===== config.mk =====
export PLATFORM = sky130hd
export DESIGN_NAME = i2c_slave_regfile
export DESIGN_NICKNAME = d
export VERILOG_FILES = /design/src/rtl/i2c_slave_regfile.sv
export SDC_FILE = /design/constraint.sdc
export NUM_CORES = 1
export LEC_CHECK = 0
export ABC_AREA = 1
export BUFFER_PORTS_ARGS = -buffer_cell sky130_fd_sc_hd__buf_2
export CAP_MARGIN = 30
export CORE_MARGIN = 1
export CORE_UTILIZATION = 35
export CTS_CLUSTER_DIAMETER = 50
export DETAILED_ROUTE_END_ITERATION = 6
export PLACE_DENSITY = 0.59
export SLEW_MARGIN = 30
export SYNTH_ARGS = -nofsm -noshare
export SYNTH_HDL_FRONTEND = slang
export SYNTH_SLANG_ARGS = --single-unit

===== constraint.sdc =====
create_clock -name clk -period 2.6 [get_ports clk]
set_input_delay 0.52 -clock clk [delete_from_list [all_inputs] [get_ports clk]]
set_output_delay 0.52 -clock clk [all_outputs]
set_load 0.05 [all_outputs]

===== src/rtl/i2c_slave_regfile.sv =====
// I2C target with a 16x8 register file: write via address/register/data phases,
// read back over the bus with auto-incrementing pointer, plus a host-side read port.
module i2c_slave_regfile #(
  parameter logic [6:0] DEV_ADDR = 7'b1010101
) (
  input  logic       clk,
  input  logic       rst,
  input  logic       SCL_in,
  input  logic       SDA_in,
  output logic       SDA_out,
  output logic       wr_strobe,
  output logic [3:0] wr_addr,
  output logic [7:0] wr_data,
  output logic       busy,
  input  logic [3:0] rd_addr,
  output logic [7:0] rd_data
);

  typedef enum logic [3:0] {
    S_IDLE, S_ADDR, S_ADDR_ACK, S_REG, S_REG_ACK,
    S_WDATA, S_WDATA_ACK, S_RDATA, S_RDATA_ACK, S_IGNORE
  } state_t;

  // [0] first sync flop, [1] synced value, [2] history of the synced value
  logic [2:0] scl_sync_q, sda_sync_q;
  logic       scl, scl_prev, sda, sda_prev;
  logic       scl_rise, scl_fall, start_det, stop_det;

  state_t     state_q;
  logic [3:0] bit_cnt_q;
  logic [6:0] shift_q;
  logic [7:0] rd_byte_q;
  logic [3:0] ptr_q;
  logic       rw_q;
  logic       ack_phase_q;
  logic       sda_out_q;
  logic       wr_strobe_q;
  logic [3:0] wr_addr_q;
  logic [7:0] wr_data_q;
  logic       busy_q;
  logic [7:0] regs_q [16];

  logic [7:0] rx_byte_d;
  logic [3:0] ptr_inc_d;

  always_ff @(posedge clk or negedge rst) begin
    if (!rst) begin
      scl_sync_q <= 3'b111;
      sda_sync_q <= 3'b111;
    end else begin
      scl_sync_q <= {scl_sync_q[1:0], SCL_in};
      sda_sync_q <= {sda_sync_q[1:0], SDA_in};
    end
  end

  assign scl       = scl_sync_q[1];
  assign scl_prev  = scl_sync_q[2];
  assign sda       = sda_sync_q[1];
  assign sda_prev  = sda_sync_q[2];
  assign scl_rise  = scl & ~scl_prev;
  assign scl_fall  = ~scl & scl_prev;
  assign start_det = scl & sda_prev & ~sda;
  assign stop_det  = scl & ~sda_prev & sda;

  assign rx_byte_d = {shift_q, sda};
  assign ptr_inc_d = ptr_q + 4'd1;

  always_ff @(posedge clk or negedge rst) begin
    if (!rst) begin
      state_q     <= S_IDLE;
      bit_cnt_q   <= '0;
      shift_q     <= '0;
      rd_byte_q   <= '0;
      ptr_q       <= '0;
      rw_q        <= 1'b0;
      ack_phase_q <= 1'b0;
      sda_out_q   <= 1'b1;
      wr_strobe_q <= 1'b0;
      wr_addr_q   <= '0;
      wr_data_q   <= '0;
      busy_q      <= 1'b0;
      for (int i = 0; i < 16; i++) regs_q[i] <= '0;
    end else begin
      wr_strobe_q <= 1'b0;
      if (stop_det) begin
        state_q   <= S_IDLE;
        sda_out_q <= 1'b1;
        busy_q    <= 1'b0;
      end else if (start_det) begin
        state_q     <= S_ADDR;
        bit_cnt_q   <= '0;
        ack_phase_q <= 1'b0;
        sda_out_q   <= 1'b1;
        busy_q      <= 1'b1;
      end else begin
        case (state_q)
          S_ADDR, S_REG, S_WDATA: begin
            if (scl_rise) begin
              shift_q   <= rx_byte_d[6:0];
              bit_cnt_q <= bit_cnt_q + 4'd1;
              if (bit_cnt_q == 4'd7) begin
                bit_cnt_q <= '0;
                if (state_q == S_ADDR) begin
                  if (rx_byte_d[7:1] == DEV_ADDR) begin
                    state_q <= S_ADDR_ACK;
                    rw_q    <= rx_byte_d[0];
                  end else begin
                    state_q <= S_IGNORE;
                  end
                end else if (state_q == S_REG) begin
                  ptr_q   <= rx_byte_d[3:0];
                  state_q <= S_REG_ACK;
                end else begin
                  regs_q[ptr_q] <= rx_byte_d;
                  wr_addr_q     <= ptr_q;
                  wr_data_q     <= rx_byte_d;
                  wr_strobe_q   <= 1'b1;
                  ptr_q         <= ptr_inc_d;
                  state_q       <= S_WDATA_ACK;
                end
              end
            end
          end
          // First fall after the 8th bit pulls SDA low; the following fall ends the ACK.
          S_ADDR_ACK, S_REG_ACK, S_WDATA_ACK: begin
            if (scl_fall) begin
              if (!ack_phase_q) begin
                sda_out_q   <= 1'b0;
                ack_phase_q <= 1'b1;
              end else begin
                ack_phase_q <= 1'b0;
                bit_cnt_q   <= '0;
                if (state_q == S_ADDR_ACK && rw_q) begin
                  sda_out_q <= regs_q[ptr_q][7];
                  rd_byte_q <= regs_q[ptr_q];
                  bit_cnt_q <= 4'd1;
                  state_q   <= S_RDATA;
                end else begin
                  sda_out_q <= 1'b1;
                  state_q   <= (state_q == S_ADDR_ACK) ? S_REG : S_WDATA;
                end
              end
            end
          end
          S_RDATA: begin
            if (scl_fall) begin
              if (bit_cnt_q == 4'd8) begin
                sda_out_q <= 1'b1;
                state_q   <= S_RDATA_ACK;
              end else begin
                sda_out_q <= rd_byte_q[3'd7 - bit_cnt_q[2:0]];
                bit_cnt_q <= bit_cnt_q + 4'd1;
              end
            end
          end
          S_RDATA_ACK: begin
            if (scl_rise) begin
              if (!sda) begin
                ptr_q     <= ptr_inc_d;
                rd_byte_q <= regs_q[ptr_inc_d];
                bit_cnt_q <= '0;
                state_q   <= S_RDATA;
              end else begin
                state_q <= S_IGNORE;
              end
            end
          end
          default: ;
        endcase
      end
    end
  end

  assign SDA_out   = sda_out_q;
  assign wr_strobe = wr_strobe_q;
  assign wr_addr   = wr_addr_q;
  assign wr_data   = wr_data_q;
  assign busy      = busy_q;
  assign rd_data   = regs_q[rd_addr];

endmodule


==> flow_summary.ini <==
[setup_path]
cp.arrival_ps = 1980
required_ps = 2080
ff2ff_setup_slack_ps = 220
critPathKind = register to output port
endpoint_kind = output port
rr_startpoint = ptr_q[0]
worst-r2r-cell-count = 11
crit_fanout = 3
worstReg2RegEnd = rd_byte_q[4]
critPathLaunchType = register

[place]
place.gp.congestion = 0.9229
pre_cts_slack_ps = 141.9
io_buffers = 30
dpl.hpwl_um = 25120

[clock_network]
hold_buffers = 0
cts_root_buf = clkbuf_16
cts_buffers = 17
clock_sinks = 178
post_cts_buffers = 0
path_clk_slew_ps = 80
h-tree-depth = 4
cts.repair.resized = 0
cts_tree = done
clock_latency_ps = 450
clockBufferDepth = 2

[floorplanning]
coreArea_um2 = 30750
num_io_pins = 31
start_util_pct = 35.76
die_area_um2 = 32130
die_w_um = 179.2
std_cell_rows = 64
die_y_um = 179.2

[sta]
worst_slew_pin_slew_ps = 882.5
final.setup.tns_ps = 0
post-route-period-util_pct = 95.97
fmax_mhz = 400.8
worst_slack_ps = 104.9
finClkSkew_ps = 19.52
rsz0062_at_grt = no
finalHoldViolCount = 0
final.min_clock_period_ps = 2495
max-slew-margin-rel_pct = 41.10
slew_viol_final = 0
setup_viol = 0

[status]
run_status = finished with violations
violations = DRC

[min_path]
min_path_type = input pin to async pin

[detailed_routing]
dr.pass1.iters = 7
finalWirelength_um = 36490
drt-vias-per-instance = 5.557
drt-initial-drc-count = 1270
dr_total_vias = 10640
route.detailed.drc = 2
postRouteAntennaNets = 0
wl_per_cell_um = 19.07

[grt]
grt_max_degree = 131
grt_pass1_wl_um = 57690
grt_usage_pct = 23.65
grt_pass1_vias = 9894
antenna_found_initial = 0
grt_overflow = 0

[logic_synthesis]
synth_top_area_share_pct = 38.92
yosysTopAreaCell = dfrtp_1
ys_seq_area_share_pct = 40.59
avgSynthCellArea_um2 = 7.277
netlist_instances = 1511
synth.distinct_cells = 40
synth_seq_cells = 178
async_reset_ff_share_pct = 100.0
ys.warnings.count = 0
syn_nets = 1525
synthTopCellsByArea = dfrtp_1 (39%), nand2_1 (13%), o21ai_0 (7.8%), a21oi_1 (5.9%), o21ai_1 (5.2%)
syn_area_um2 = 11000
synthFlopType = dfrtp_1
synth_edf_count = 0

[flow_run]
cap_viol_max_count = 0

[power]
vdd_ir_drop_max_v = 0.0008200
p_leak_nw = 5.475
p_per_area_nw_per_um2 = 938.2

[layout]
n_antenna_cell = 0
fillers = 3241
drive_gt1_share_pct = 11.79
area_delta_synth_final_pct = 11.04
final_nets = 1519
## cells in the final DEF, fill, tap and decap left out, types with 17 or more instances in the layout
master and count:
o21ai_0 170, o211ai_1 57, a21oi_1 129, nand3_1 113, nand2_1 375, buf_4 43
dfrtp_1 170, buf_2 27, nor2_1 46, inv_1 120, clkbuf_16 17, o21ai_1 115
## logic make-up after synthesis
group,Yosys count,synth area share (%)
AO/OA/AOI/OAI,502,25.03
flip-flops,178,40.59
buffers and inverters,238,9.501
XOR/XNOR,4,0.3870
adder cells (fa/ha/maj),6,0.6827
AND/OR/NAND/NOR,583,23.81
## registers in the layout, summed over array words and instances, names as in the netlist
signal       flops
rw_q             1
sda_sync_q       3
SDA_out          1
wr_addr          4
state_q          4
ptr_q            4
ack_phase_q      1
regs_q         128
busy             1
wr_data          8
shift_q          7
rd_byte_q        8
scl_sync_q       3
bit_cnt_q        4
wr_strobe        1
## worst max-delay path, stage by stage (launching register included)
cell      delay, ps
dfrtp_1         360
inv_1           110
nor2_1          100
a21oi_1          40
o21ai_0         270
buf_4           160
o211ai_1         80
nand2_1         130
buf_2           270
## synthesized netlist by cell type (16+ instances only)
cell type	n
o21ai_0	172
nor2_1	46
nand3_1	113
o211ai_1	57
buf_2	16
a21oi_1	129
o21ai_1	115
clkbuf_1	50
inv_1	122
nand2_1	375
dfrtp_1	171
buf_1	20
## how the worst max path moves through the flow
stage	from	to	cells past startpoint
2_1_floorplan	rd_addr[0]	rd_data[6]	7
3_3_place_gp	rd_addr[0]	rd_data[3]	9
3_5_place_dp	rd_addr[0]	rd_data[2]	9
4_1_cts	regs_q[107]	rd_data[3]	8
5_1_grt	regs_q[106]	rd_data[2]	8
6_report	regs_q[106]	rd_data[2]	8
## report_power, final
group,switching (mW),internal [mW]
Combinational,3.91,1.61
Clock,1.31,1.47
Sequential,0.183,2.97
Total,5.41,6.05
## metrics by stage
stage                     utilization [%]  std cells  hold WS (ps)  power, mW  instance area (um2)
after floorplan                         -       1511         224.4      6.814                11000
after global placement              37.70       1882         346.7      8.551                11590
after detailed placement            37.70       1882         347.8      8.586                11590
after CTS                           39.70       1914         13.18      11.38                12210
after global routing                39.71       1914         32.13      12.17                12210
final                               39.71       1914         17.00      11.46                12210
## area by class of cell
type	count	area (um2)	share of cell area, %
multi-input combinational	1095	5495	45.01
clock buffer	17	425.4	3.484
clock inverter	15	190.2	1.558
tap	396	495.5	4.058
inverter	134	504.2	4.130
timing repair buffer	79	631.9	5.175
sequential	178	4467	36.59
## per-layer routing
metal | vias to the layer above | part of all wire (%) | global-route usage (%) | wire length (um)
li1 | 5074 | - | - | -
met1 | 5041 | 45 | 33.24 | 16560
met2 | 458 | 45 | 36.52 | 16310
met3 | 64 | 7.7 | 4.220 | 2793
met4 | 0 | 2.3 | 7.633 | 832
met5 | - | 0 | 0 | 0
Power figures use the tool's default switching activity.
